### src/rtl/mul_div_unit_pkg.sv
// mul_div_unit_pkg: shared op/state encodings and default widths for the multiply/divide unit.
`default_nettype none

package mul_div_unit_pkg;

  localparam int DEF_WIDTH      = 8;
  localparam int DEF_REG_ADDR_W = 3;

  localparam logic [1:0] OP_MUL  = 2'b00;
  localparam logic [1:0] OP_MULH = 2'b01;
  localparam logic [1:0] OP_DIV  = 2'b10;
  localparam logic [1:0] OP_REM  = 2'b11;

  typedef enum logic [1:0] {
    ST_IDLE   = 2'd0,
    ST_RUN    = 2'd1,
    ST_FINISH = 2'd2
  } state_t;

  function automatic logic is_div_op(input logic [1:0] op);
    return op[1];
  endfunction

endpackage

`default_nettype wire

### src/rtl/mul_div_datapath.sv
// mul_div_datapath: shift-add multiplier / restoring divider step logic, accumulator and result mux.
`default_nettype none

module mul_div_datapath
  import mul_div_unit_pkg::*;
#(
  parameter int WIDTH = DEF_WIDTH
) (
  input  logic             Clock,
  input  logic             Resetn,
  input  logic             i_load,
  input  logic             i_step,
  input  logic             i_capture,
  input  logic             i_bypass,
  input  logic [1:0]       i_op,
  input  logic [WIDTH-1:0] i_a,
  input  logic [WIDTH-1:0] i_b,
  output logic [WIDTH-1:0] o_result,
  output logic             o_div_by_zero
);

  logic [WIDTH-1:0]   r_a;
  logic [WIDTH-1:0]   r_b;
  logic [1:0]         r_op;
  logic [WIDTH-1:0]   r_mplr;
  logic [2*WIDTH-1:0] r_acc;
  logic [WIDTH-1:0]   r_result;
  logic               r_dbz;

  logic [WIDTH-1:0]   w_addend;
  logic [WIDTH:0]     w_sum;
  logic [2*WIDTH-1:0] w_mul_next;
  logic [WIDTH:0]     w_rem_sh;
  logic [WIDTH+1:0]   w_diff;
  logic [2*WIDTH-1:0] w_div_next;
  logic [2*WIDTH-1:0] w_acc_next;
  logic               w_div_zero;
  logic [WIDTH-1:0]   w_sel;

  always_comb begin
    w_addend   = r_mplr[0] ? r_a : {WIDTH{1'b0}};
    w_sum      = {1'b0, r_acc[2*WIDTH-1:WIDTH]} + {1'b0, w_addend};
    w_mul_next = {w_sum, r_acc[WIDTH-1:1]};

    // Remainder gets one extra bit so the shifted value never overflows before the trial subtract.
    w_rem_sh   = r_acc[2*WIDTH-1:WIDTH-1];
    w_diff     = {1'b0, w_rem_sh} - {2'b00, r_b};
    w_div_next = w_diff[WIDTH+1] ? {w_rem_sh[WIDTH-1:0], r_acc[WIDTH-2:0], 1'b0}
                                 : {w_diff[WIDTH-1:0],   r_acc[WIDTH-2:0], 1'b1};

    w_acc_next = r_acc;
    if (i_step) begin
      w_acc_next = is_div_op(r_op) ? w_div_next : w_mul_next;
    end

    w_div_zero = is_div_op(r_op) && (r_b == {WIDTH{1'b0}});

    case (r_op)
      OP_MUL:  w_sel = w_acc_next[WIDTH-1:0];
      OP_MULH: w_sel = w_acc_next[2*WIDTH-1:WIDTH];
      OP_DIV:  w_sel = w_div_zero ? {WIDTH{1'b1}} : w_acc_next[WIDTH-1:0];
      default: w_sel = w_div_zero ? r_a : w_acc_next[2*WIDTH-1:WIDTH];
    endcase
  end

  always_ff @(posedge Clock or negedge Resetn) begin
    if (!Resetn) begin
      r_a      <= '0;
      r_b      <= '0;
      r_op     <= '0;
      r_mplr   <= '0;
      r_acc    <= '0;
      r_result <= '0;
      r_dbz    <= 1'b0;
    end else begin
      if (i_load) begin
        r_a    <= i_a;
        r_b    <= i_b;
        r_op   <= i_op;
        r_mplr <= i_b;
        r_acc  <= is_div_op(i_op) ? {{WIDTH{1'b0}}, i_a} : {2*WIDTH{1'b0}};
        r_dbz  <= 1'b0;
      end else if (i_step) begin
        r_acc  <= w_acc_next;
        r_mplr <= {1'b0, r_mplr[WIDTH-1:1]};
      end
      // Capture on the edge entering FINISH so the output is valid throughout that cycle.
      if (i_capture) begin
        r_result <= i_bypass ? {WIDTH{1'b0}} : w_sel;
        r_dbz    <= ~i_bypass & w_div_zero;
      end
    end
  end

  assign o_result      = r_result;
  assign o_div_by_zero = r_dbz;

endmodule

`default_nettype wire

### src/rtl/mul_div_unit.sv
// mul_div_unit: iterative unsigned MUL/MULH/DIV/REM with register-file write handshake.
// Optional MULDIV_ZERO_BYPASS_EN: zero-operand MUL/MULH and zero-dividend DIV/REM finish in one cycle.
`default_nettype none

module mul_div_unit
  import mul_div_unit_pkg::*;
#(
  parameter int WIDTH      = DEF_WIDTH,
  parameter int REG_ADDR_W = DEF_REG_ADDR_W
) (
  input  logic                  Clock,
  input  logic                  Resetn,
  input  logic                  Start,
  input  logic [1:0]            Op,
  input  logic [WIDTH-1:0]      OperandA,
  input  logic [WIDTH-1:0]      OperandB,
  input  logic [REG_ADDR_W-1:0] DestReg,
  output logic                  Busy,
  output logic                  Done,
  output logic                  WriteEn,
  output logic [REG_ADDR_W-1:0] ResultReg,
  output logic [WIDTH-1:0]      Result,
  output logic                  DivByZero
);

  localparam int CNT_W = $clog2(WIDTH + 1);

  state_t                r_state;
  state_t                w_state_next;
  logic [CNT_W-1:0]      r_cnt;
  logic [REG_ADDR_W-1:0] r_dest;
  logic [REG_ADDR_W-1:0] r_result_reg;
  logic                  w_load;
  logic                  w_step;
  logic                  w_capture;
  logic                  w_bypass;
  logic                  w_last;

`ifdef MULDIV_ZERO_BYPASS_EN
  assign w_bypass = is_div_op(Op) ? ((OperandA == '0) && (OperandB != '0))
                                  : ((OperandA == '0) || (OperandB == '0));
`else
  assign w_bypass = 1'b0;
`endif

  assign w_last = (r_cnt == CNT_W'(WIDTH - 1));

  always_comb begin
    w_state_next = r_state;
    w_load       = 1'b0;
    w_step       = 1'b0;
    w_capture    = 1'b0;
    case (r_state)
      ST_IDLE: begin
        if (Start) begin
          w_load = 1'b1;
          if (w_bypass) begin
            w_capture    = 1'b1;
            w_state_next = ST_FINISH;
          end else begin
            w_state_next = ST_RUN;
          end
        end
      end
      ST_RUN: begin
        w_step = 1'b1;
        if (w_last) begin
          w_capture    = 1'b1;
          w_state_next = ST_FINISH;
        end
      end
      ST_FINISH: w_state_next = ST_IDLE;
      default:   w_state_next = ST_IDLE;
    endcase
  end

  always_ff @(posedge Clock or negedge Resetn) begin
    if (!Resetn) begin
      r_state      <= ST_IDLE;
      r_cnt        <= '0;
      r_dest       <= '0;
      r_result_reg <= '0;
    end else begin
      r_state <= w_state_next;
      if (w_load) begin
        r_cnt  <= '0;
        r_dest <= DestReg;
      end else if (w_step) begin
        r_cnt  <= r_cnt + CNT_W'(1);
      end
      if (w_capture) begin
        r_result_reg <= w_load ? DestReg : r_dest;
      end
    end
  end

  mul_div_datapath #(
    .WIDTH(WIDTH)
  ) u_datapath (
    .Clock        (Clock),
    .Resetn       (Resetn),
    .i_load       (w_load),
    .i_step       (w_step),
    .i_capture    (w_capture),
    .i_bypass     (w_bypass & w_load),
    .i_op         (Op),
    .i_a          (OperandA),
    .i_b          (OperandB),
    .o_result     (Result),
    .o_div_by_zero(DivByZero)
  );

  assign Busy      = (r_state != ST_IDLE);
  assign Done      = (r_state == ST_FINISH);
  assign WriteEn   = Done;
  assign ResultReg = r_result_reg;

endmodule

`default_nettype wire

### config.mk
export PLATFORM = sky130hd
export DESIGN_NAME = mul_div_unit
export DESIGN_NICKNAME = d
export VERILOG_FILES = /design/src/rtl/mul_div_unit_pkg.sv /design/src/rtl/mul_div_datapath.sv /design/src/rtl/mul_div_unit.sv
export SDC_FILE = /design/constraint.sdc
export NUM_CORES = 1
export LEC_CHECK = 0
export ABC_AREA = 1
export CAP_MARGIN = 15
export CORE_MARGIN = 5
export CORE_UTILIZATION = 60
export DETAILED_ROUTE_END_ITERATION = 7
export PLACE_DENSITY = 0.82
export SLEW_MARGIN = 5
export SYNTH_ARGS = -nofsm -noshare
export SYNTH_HDL_FRONTEND = slang
export SYNTH_HIERARCHICAL = 1
export SYNTH_SLANG_ARGS = --single-unit
### constraint.sdc
create_clock -name Clock -period 4.32 [get_ports Clock]
set_clock_uncertainty 0.1 [all_clocks]
set_input_delay 0.432 -clock Clock [delete_from_list [all_inputs] [get_ports Clock]]
set_output_delay 0.432 -clock Clock [all_outputs]
set_load 0.1 [all_outputs]
## Yosys cells after proc, flatten, opt, wreduce, memory -nomap -nowiden

Index checks and enable logic that the tools add are counted.

- Output and inout port bits: 15
- Bits of input ports: 24
- Logic and storage cells: 54
- Register bits: 63

- Reduce and logical (&&, ||, !) cells: 8
- Eq/ne operators: 7
- Multiplexer cells: 25
- $add $sub $neg: 3

Operators by type and width:

| kind | number |
|---|---|
| 16-bit 2-to-1 mux | 5 |
| 8-bit 2-to-1 mux | 6 |
| 8-bit case mux with 3 select lines | 1 |
| 9-bit by 8-bit subtractor with 10-bit output | 1 |
| 8-bit by 8-bit adder with 9-bit output | 1 |
| 8-bit logical NOT | 1 |
| 4-bit 2-to-1 mux | 2 |
| 1-bit 2-to-1 mux | 7 |
| 2-bit nonzero test | 3 |
| 4-bit by 1-bit adder with 4-bit output, second input constant | 1 |
| 2-bit by 1-bit equality test with 1-bit output, second input constant | 2 |
| 2-bit equality test, second input constant | 2 |
| 4-bit by 3-bit equality test with 1-bit output, second input constant | 1 |
| 2-bit logical NOT | 2 |
| 2-bit 2-to-1 mux | 2 |
| 2-bit != test, second input constant | 2 |
| 2-bit case mux with 2 select lines | 1 |
| 3-bit 2-to-1 mux | 1 |
| 2-bit AND reduction | 1 |
| 1-bit logical AND | 1 |

## Depth between registers and ports, before layout

Gate-level depths: netlist of run 1.

- Depth in word-level cells: 6
- Mapped depth: 18
- Depth with buffers taken out: 17

## Cells and area by module

The synthesis of run 1 kept the hierarchy.

Modules (own cells, without submodules):

| module | area each (µm²) | cells each | times used |
|---|---|---|---|
| mul_div_datapath | 3427.0 | 504 | 1 |
| mul_div_unit | 604.3 | 70 | 1 |

## Worst setup path after synthesis of run 1

OpenSTA, ideal clock, no wires.

- Path kind: register -> output
- Start: register r_state[1]
- End: output port WriteEn
- Path buffers: 1
- Stages on the path, launching flop included: 4
- Setup slack: 1.545 ns
- Data arrival time: 2.243 ns
- Cell sequence: dfrtp_1 inv_1 nor2_1 buf_4

- Longest elaborated chain between the ends: 1

RTL lines:

| element | line | RTL |
|---|---|---|
| start: declaration | mul_div_unit.sv:28 | `state_t r_state;` |
| start signal: assignment | mul_div_unit.sv:84 | `r_state <= w_state_next;` |
| 2-bit equality test | mul_div_unit.sv:114 | `assign Done = (r_state == ST_FINISH);` |
| end: declaration | mul_div_unit.sv:20 | `output logic WriteEn,` |

No other way between the ends.

## Worst setup path in the final report of run 1

- Start: register r_state[1]
- End: output port Done

- Longest elaborated chain between the ends: 1

RTL lines:

| element | line | RTL |
|---|---|---|
| 2-bit equality test | mul_div_unit.sv:114 |  |
| end: declaration | mul_div_unit.sv:19 | `output logic Done,` |

No other way between the ends.

==> results.yml, run 1 <==
logic_synthesis:
  synth_ff_type: "dfrtp_1"
  yosysTopAreaCell: "dfrtp_1"
  seq_area_frac_synth_pct: 39.11
  synth_edf_count: 0
  ys_seq_elements: 63
  synthArstFlopShare_pct: 100.0
  syn-num-nets: 617
  synth_area_leaders: "dfrtp_1, nand2_1, inv_1"
  synth_area_sq_um: 4031
  synth_top_area_share_pct: 39.11
  ys_types: 36
  yosys_warnings: 6
  syn_area_per_cell_sq_um: 7.023
  postSynthCellCount: 574
setup_path:
  r2r_cells: 14
  crit_fanout: 3
  criticalPathCategory: "flip-flop to output port"
  cp.required_ps: 3790
  r2r_end: "u_datapath/o_result[5]"
  cp-endpoint: "Done"
  timing.rr.start: "u_datapath/r_mplr[0]"
  start_kind: "flip-flop"
  startpoint: "r_state[1]"
  critical_path_arrival_ps: 2190
  rrSetupSlack_ps: 1840
  cp-end-kind: "output port"
global_routing:
  gr-usage-all-layers_pct: 24.95
  antenna_found_initial: 0
  grt_pass1_vias: 3687
  grt_max_degree: 40
  grt_pass1_wl_um: 17190
  overflow: 0
routing:
  drc: 0
  ant_nets: 0
  dr.pass1.iters: 5
  wl_per_cell_um: 14.39
  wl_um: 9912
  vias: 3821
  vias_per_cell: 5.546
  drtIter0Drc: 257
cells_and_area:
  nFillCells: 531
  multi_input_area_sq_um: 2062
  final_common_cell: "nand2_1"
  seqCellArea_sq_um: 1577
  fin_cells: 689
  drive_above_1_share_pct: 5.392
  area_delta_synth_final_pct: 15.58
  antenna_cells: 0
  layout_common_cells: "nand2_1, inv_1, dfrtp_1"
  final_nets: 650
clocking:
  cts_root_buf: "clkbuf_8"
  worst_skew_pair.late_latency_ps: 340
  holdBufCountCts: 0
  clockBufferDepth: 2
  post_cts_buffers: 0
  cts_resized: 0
  cts_tree: "built"
  numCtsBuffers: 9
  h-tree-depth: 3
  clk_pin_slew_ps: 80
  cts_sinks: 63
die:
  die_h_um: 91.97
  die_w_um: 91.97
  die_area_sq_um: 8458
  initial_core_util_pct: 62.42
  io_pins: 39
  design.core.area_sq_um: 6459
  fp-row-count: 29
placement:
  placed_cells: 673
  hpwlAfterDp_um: 7177
  io_buffers: 38
  gp_congestion: 0.9317
  preCtsSetupSlack_ps: 1735
timing:
  setup_viol: 0
  finalMaxSlewViolations: 0
  finalHoldViolations: 0
  fin_tns_setup_ps: 0
  worst_pin_slew_ps: 993.3
  period_share_pct: 62.93
  rsz0062_at_grt: "no"
  fmax_mhz: 367.9
  worst_slack_ps: 1602
  relSlewSlack_pct: 33.57
  finalCriticalPeriod_ps: 2718
pwr:
  p_seq_share_pct: 26.1
  switching_share_pct: 52.31
  fin_total_pwr_mw: 4.277
  p_leak_nw: 2.510
  p_int_mw: 2.040
  switchingPower_mw: 2.237
  peakVddDrop_uv: 565.1
  combPwrFrac_pct: 60.1
  power_frac_clock_pct: 13.8
  power.density_nw_per_um2: 917.9
job:
  maxCapViolCount: 0
min_path:
  holdCritPathClass: "input pin to asynchronous set/reset pin"
outcome:
  status: "finished, final reports clean"
state kept, by name (all words and copies together) (netlist names):
name,flops
u_datapath/r_mplr,8
u_datapath/r_acc,16
r_cnt,4
u_datapath/r_b,8
r_dest,3
u_datapath/o_div_by_zero,1
u_datapath/o_result,8
r_state,2
ResultReg,3
u_datapath/r_op,2
u_datapath/r_a,8
how the worst min path moves through the flow:
stage | start | cells after the start | to
global placement | u_datapath/o_result[6] | 2 | u_datapath/o_result[6]
floorplan | Resetn | 0 | ResultReg[0]
detailed placement | ResultReg[1] | 2 | ResultReg[1]
finish | Resetn | 1 | ResultReg[0]
global route | Resetn | 1 | ResultReg[0]
CTS | Resetn | 1 | ResultReg[0]
per-layer routing:
metal / GRT usage [%] / routed length (um) / vias up
met5: 0 / 0 / -
met2: 40.15 / 4597 / 168
met3: 4.664 / 637 / 16
met4: 7.302 / 160 / 0
li1: - / - / 1889
met1: 34.52 / 4516 / 1748
cell usage after synthesis (2+ instances only):
master and instances:
inv_2 2, clkinv_1 2, clkbuf_1 11, o221ai_1 3, and2_1 3, xor2_1 3, nand4_1 8, o211ai_1 5
dfrtp_1 63, nor3_1 2, nand3b_1 2, o22ai_1 2, nand2_1 206, buf_2 2, a21oi_1 40, fa_1 2
buf_4 2, nand2_4 4, o21ai_0 27, ha_1 17, inv_1 77, nand3_1 45, o21ai_1 4, nor2_1 29
buf_1 2
layout make-up:
| type | instances | share of cell area (%) |
|---|---|---|
| sequential | 63 | 33.83 |
| inverter | 81 | 6.525 |
| timing repair buffer | 40 | 8.378 |
| tap | 77 | 2.068 |
| clock inverter | 6 | 1.987 |
| multi-input combinational | 412 | 44.25 |
| clock buffer | 10 | 2.954 |
power by group through the flow:
stage | clock [mW] | sequential, mW | combinational [mW]
2_1_floorplan | 0 | 1.31 | 1.81
3_5_place_dp | 0 | 1.11 | 2.52
5_1_grt | 0.628 | 1.15 | 2.91
3_3_place_gp | 0 | 1.10 | 2.47
4_1_cts | 0.597 | 1.11 | 2.55
6_report | 0.589 | 1.12 | 2.57
cells by family after synthesis:
group | after synthesis | synth area share, %
compound gates | 82 | 10.99
xor+xnor | 4 | 0.8692
fa+ha+maj | 19 | 6.269
buf+inv | 99 | 9.746
flops | 63 | 39.11
other cells | 1 | 0.09302
simple gates | 306 | 32.93
critical path: stages (launching register included):
cell and delay, ps:
dfrtp_1 400, inv_1 120, nor2_1 160, clkdlybuf4s50_1 1170
metrics by stage:
stage | hold WS (ps) | cell area (sq um) | utilization (%)
2_1_floorplan | 36.41 | 4031 | -
3_3_place_gp | 362.0 | 4429 | 68.58
3_5_place_dp | 366.2 | 4429 | 68.58
4_1_cts | 67.46 | 4659 | 72.14
5_1_grt | 101.7 | 4659 | 72.14
6_report | 53.64 | 4659 | 72.14
No activity file was read; power rests on OpenSTA's default activity.
==> run 2: changes to the inputs <==
CORE_UTILIZATION = 58   (was 60)
PLACE_DENSITY = 0.8   (was 0.82)
clock period = 2.55 ns   (was 4.32 ns; I/O delays follow)
==> run 2 against run 1 <==
Effect of this change: combinational power rose by 77%; worst hold slack improved by 320 ps; largest power group unchanged; core utilization fell by 3.0 points; via count up 1.8%; worst setup slack worse by 1400 ps; cell area increased by 0.81%; first-iteration DRC count is 22% higher.
==> results.yml, run 2 (synthesized netlist as in run 1, its figures left out) <==
min_path:
  holdCritPathClass: "input pin to flip-flop"
  hold_end: "u_datapath/r_a[5]"
  hold-path-cell-count: 3
  worstHoldStart: "OperandA[5]"
routing:
  drc: 0
  vias: 3891
  wl_per_cell_um: 14.71
  wl_um: 10580
  ant_nets: 0
  dr.pass1.iters: 5
  drtIter0Drc: 314
  vias_per_cell: 5.412
timing:
  fin_tns_setup_ps: 0
  setup_viol: 0
  rsz0062_at_grt: "no"
  fmax_mhz: 418.9
  finalHoldViolations: 0
  relSlewSlack_pct: 52.12
  worst_pin_slew_ps: 718.3
  finalMaxSlewViolations: 0
  finalCriticalPeriod_ps: 2387
  period_share_pct: 93.62
  worst_hold_slack_ps: 370.2
global_routing:
  gr-usage-all-layers_pct: 26.15
  grt_max_degree: 36
  overflow: 0
  grt_pass1_wl_um: 17970
  grt_pass1_vias: 3813
  antenna_found_initial: 0
pwr:
  p_int_mw: 3.306
  fin_total_pwr_mw: 7.185
  p_seq_share_pct: 25.7
  p_leak_nw: 2.562
  combPwrFrac_pct: 63.5
  switching_share_pct: 53.98
  power.density_nw_per_um2: 1530
  switchingPower_mw: 3.878
  peakVddDrop_uv: 881.9
  power_frac_clock_pct: 10.8
setup_path:
  cp-end-kind: "flip-flop"
  r2r_end: "u_datapath/o_result[3]"
  rrSetupSlack_ps: 160
  cp.required_ps: 2730
  timing.rr.start: "u_datapath/r_mplr[0]"
  critical_path_arrival_ps: 2560
  criticalPathCategory: "flip-flop to flip-flop"
  start_kind: "flip-flop"
  crit_fanout: 9
  r2r_cells: 14
cells_and_area:
  drive_above_1_share_pct: 9.791
  final_common_cell: "nand2_1"
  antenna_cells: 0
  area_delta_synth_final_pct: 16.51
  postLayoutCoreUtil_pct: 69.13
  nFillCells: 587
  layout_common_cells: "nand2_1, inv_1, dfrtp_1"
  top_register: "u_datapath/r_acc"
  largest_register_ffs: 16
  final_nets: 661
outcome:
  status: "finished, final reports clean"
placement:
  io_buffers: 38
  gp_congestion: 0.9420
  hpwlAfterDp_um: 7986
clocking:
  h-tree-depth: 3
  cts_root_buf: "clkbuf_8"
  cts_tree: "built"
  clockBufferDepth: 2
  worst_skew_pair.late_latency_ps: 340
  cts_sinks: 63
  clk_pin_slew_ps: 70
  numCtsBuffers: 9
die:
  die_w_um: 93.37
  fp-row-count: 30
  initial_core_util_pct: 59.34
  die_h_um: 93.37
  die_area_sq_um: 8718
  io_pins: 39
  design.core.area_sq_um: 6794
job:
  maxCapViolCount: 0
-- run 2: final cells by class --
| type | instances | area, sq um | share of cell area (%) |
|---|---|---|---|
| Tap cell | 96 | 120.1 | 2.557 |
| Timing Repair Buffer | 51 | 450.4 | 9.590 |
| Clock inverter | 5 | 33.78 | 0.7192 |
| Multi-Input combinational cell | 412 | 2069 | 44.06 |
| Inverter | 81 | 304.0 | 6.473 |
| Clock buffer | 11 | 141.4 | 3.010 |
| Sequential cell | 63 | 1578 | 33.59 |
-- run 2: how the worst max path moves through the flow --
stage,from,to,slack (ps),cells after the start
5_1_grt,u_datapath/r_mplr[0],u_datapath/o_result[7],20,15
4_1_cts,u_datapath/r_mplr[0],u_datapath/o_result[3],100,14
6_report,u_datapath/r_mplr[0],u_datapath/o_result[3],160,14
3_3_place_gp,u_datapath/r_mplr[0],u_datapath/o_result[5],110,14
2_1_floorplan,u_datapath/r_mplr[0],u_datapath/o_result[3],410,15
3_5_place_dp,u_datapath/r_mplr[0],u_datapath/o_result[5],130,14
-- run 2: power groups by stage --
stage	Sequential [mW]	Combinational [mW]	Clock [mW]
after floorplan	2.22	3.06	0
after global placement	1.82	4.36	0
after detailed placement	1.85	4.45	0
after CTS	1.83	4.48	0.790
after global routing	1.91	5.10	0.842
final	1.84	4.56	0.778
-- run 2: repair_timing --
| action | in CTS | in global routing |
|---|---|---|
| setup endpoints to repair | 0 | 5 |
| hold buffers | 1 | 0 |
| gates resized for setup | 0 | 3 |
| buffers inserted | 0 | 0 |
| endpoints found under the hold margin | 28 | 0 |
-- run 2: through the flow --
| step | setup slack (ps) | cells | area (sq um) |
|---|---|---|---|
| final | 162.6 | 719 | 4697 |
| after global routing | 19.73 | 719 | 4697 |
| after CTS | 100.2 | 719 | 4691 |
| after detailed placement | 128.1 | 702 | 4506 |
| after global placement | 114.3 | 702 | 4506 |
| after floorplan | 409.0 | 574 | 4034 |
-- run 2: critical path: stages, from the launching register on --
cell	delay, ps
dfrtp_2	480
nand2_1	90
inv_1	40
ha_1	200
fa_2	400
nand3_1	90
nand2_1	70
xnor2_1	130
a21oi_1	180
nand3_1	130
nand2_1	120
nand2_1	60
nand2_1	70
nand3_1	90
nand2_1	70
-- run 2: layer usage --
metal	GRT usage [%]	share of wire, %	vias up
li1	-	-	1914
met1	35.73	45	1809
met4	10.38	1.5	0
met5	0	0	-
met2	41.75	47	150
met3	3.862	6.7	18
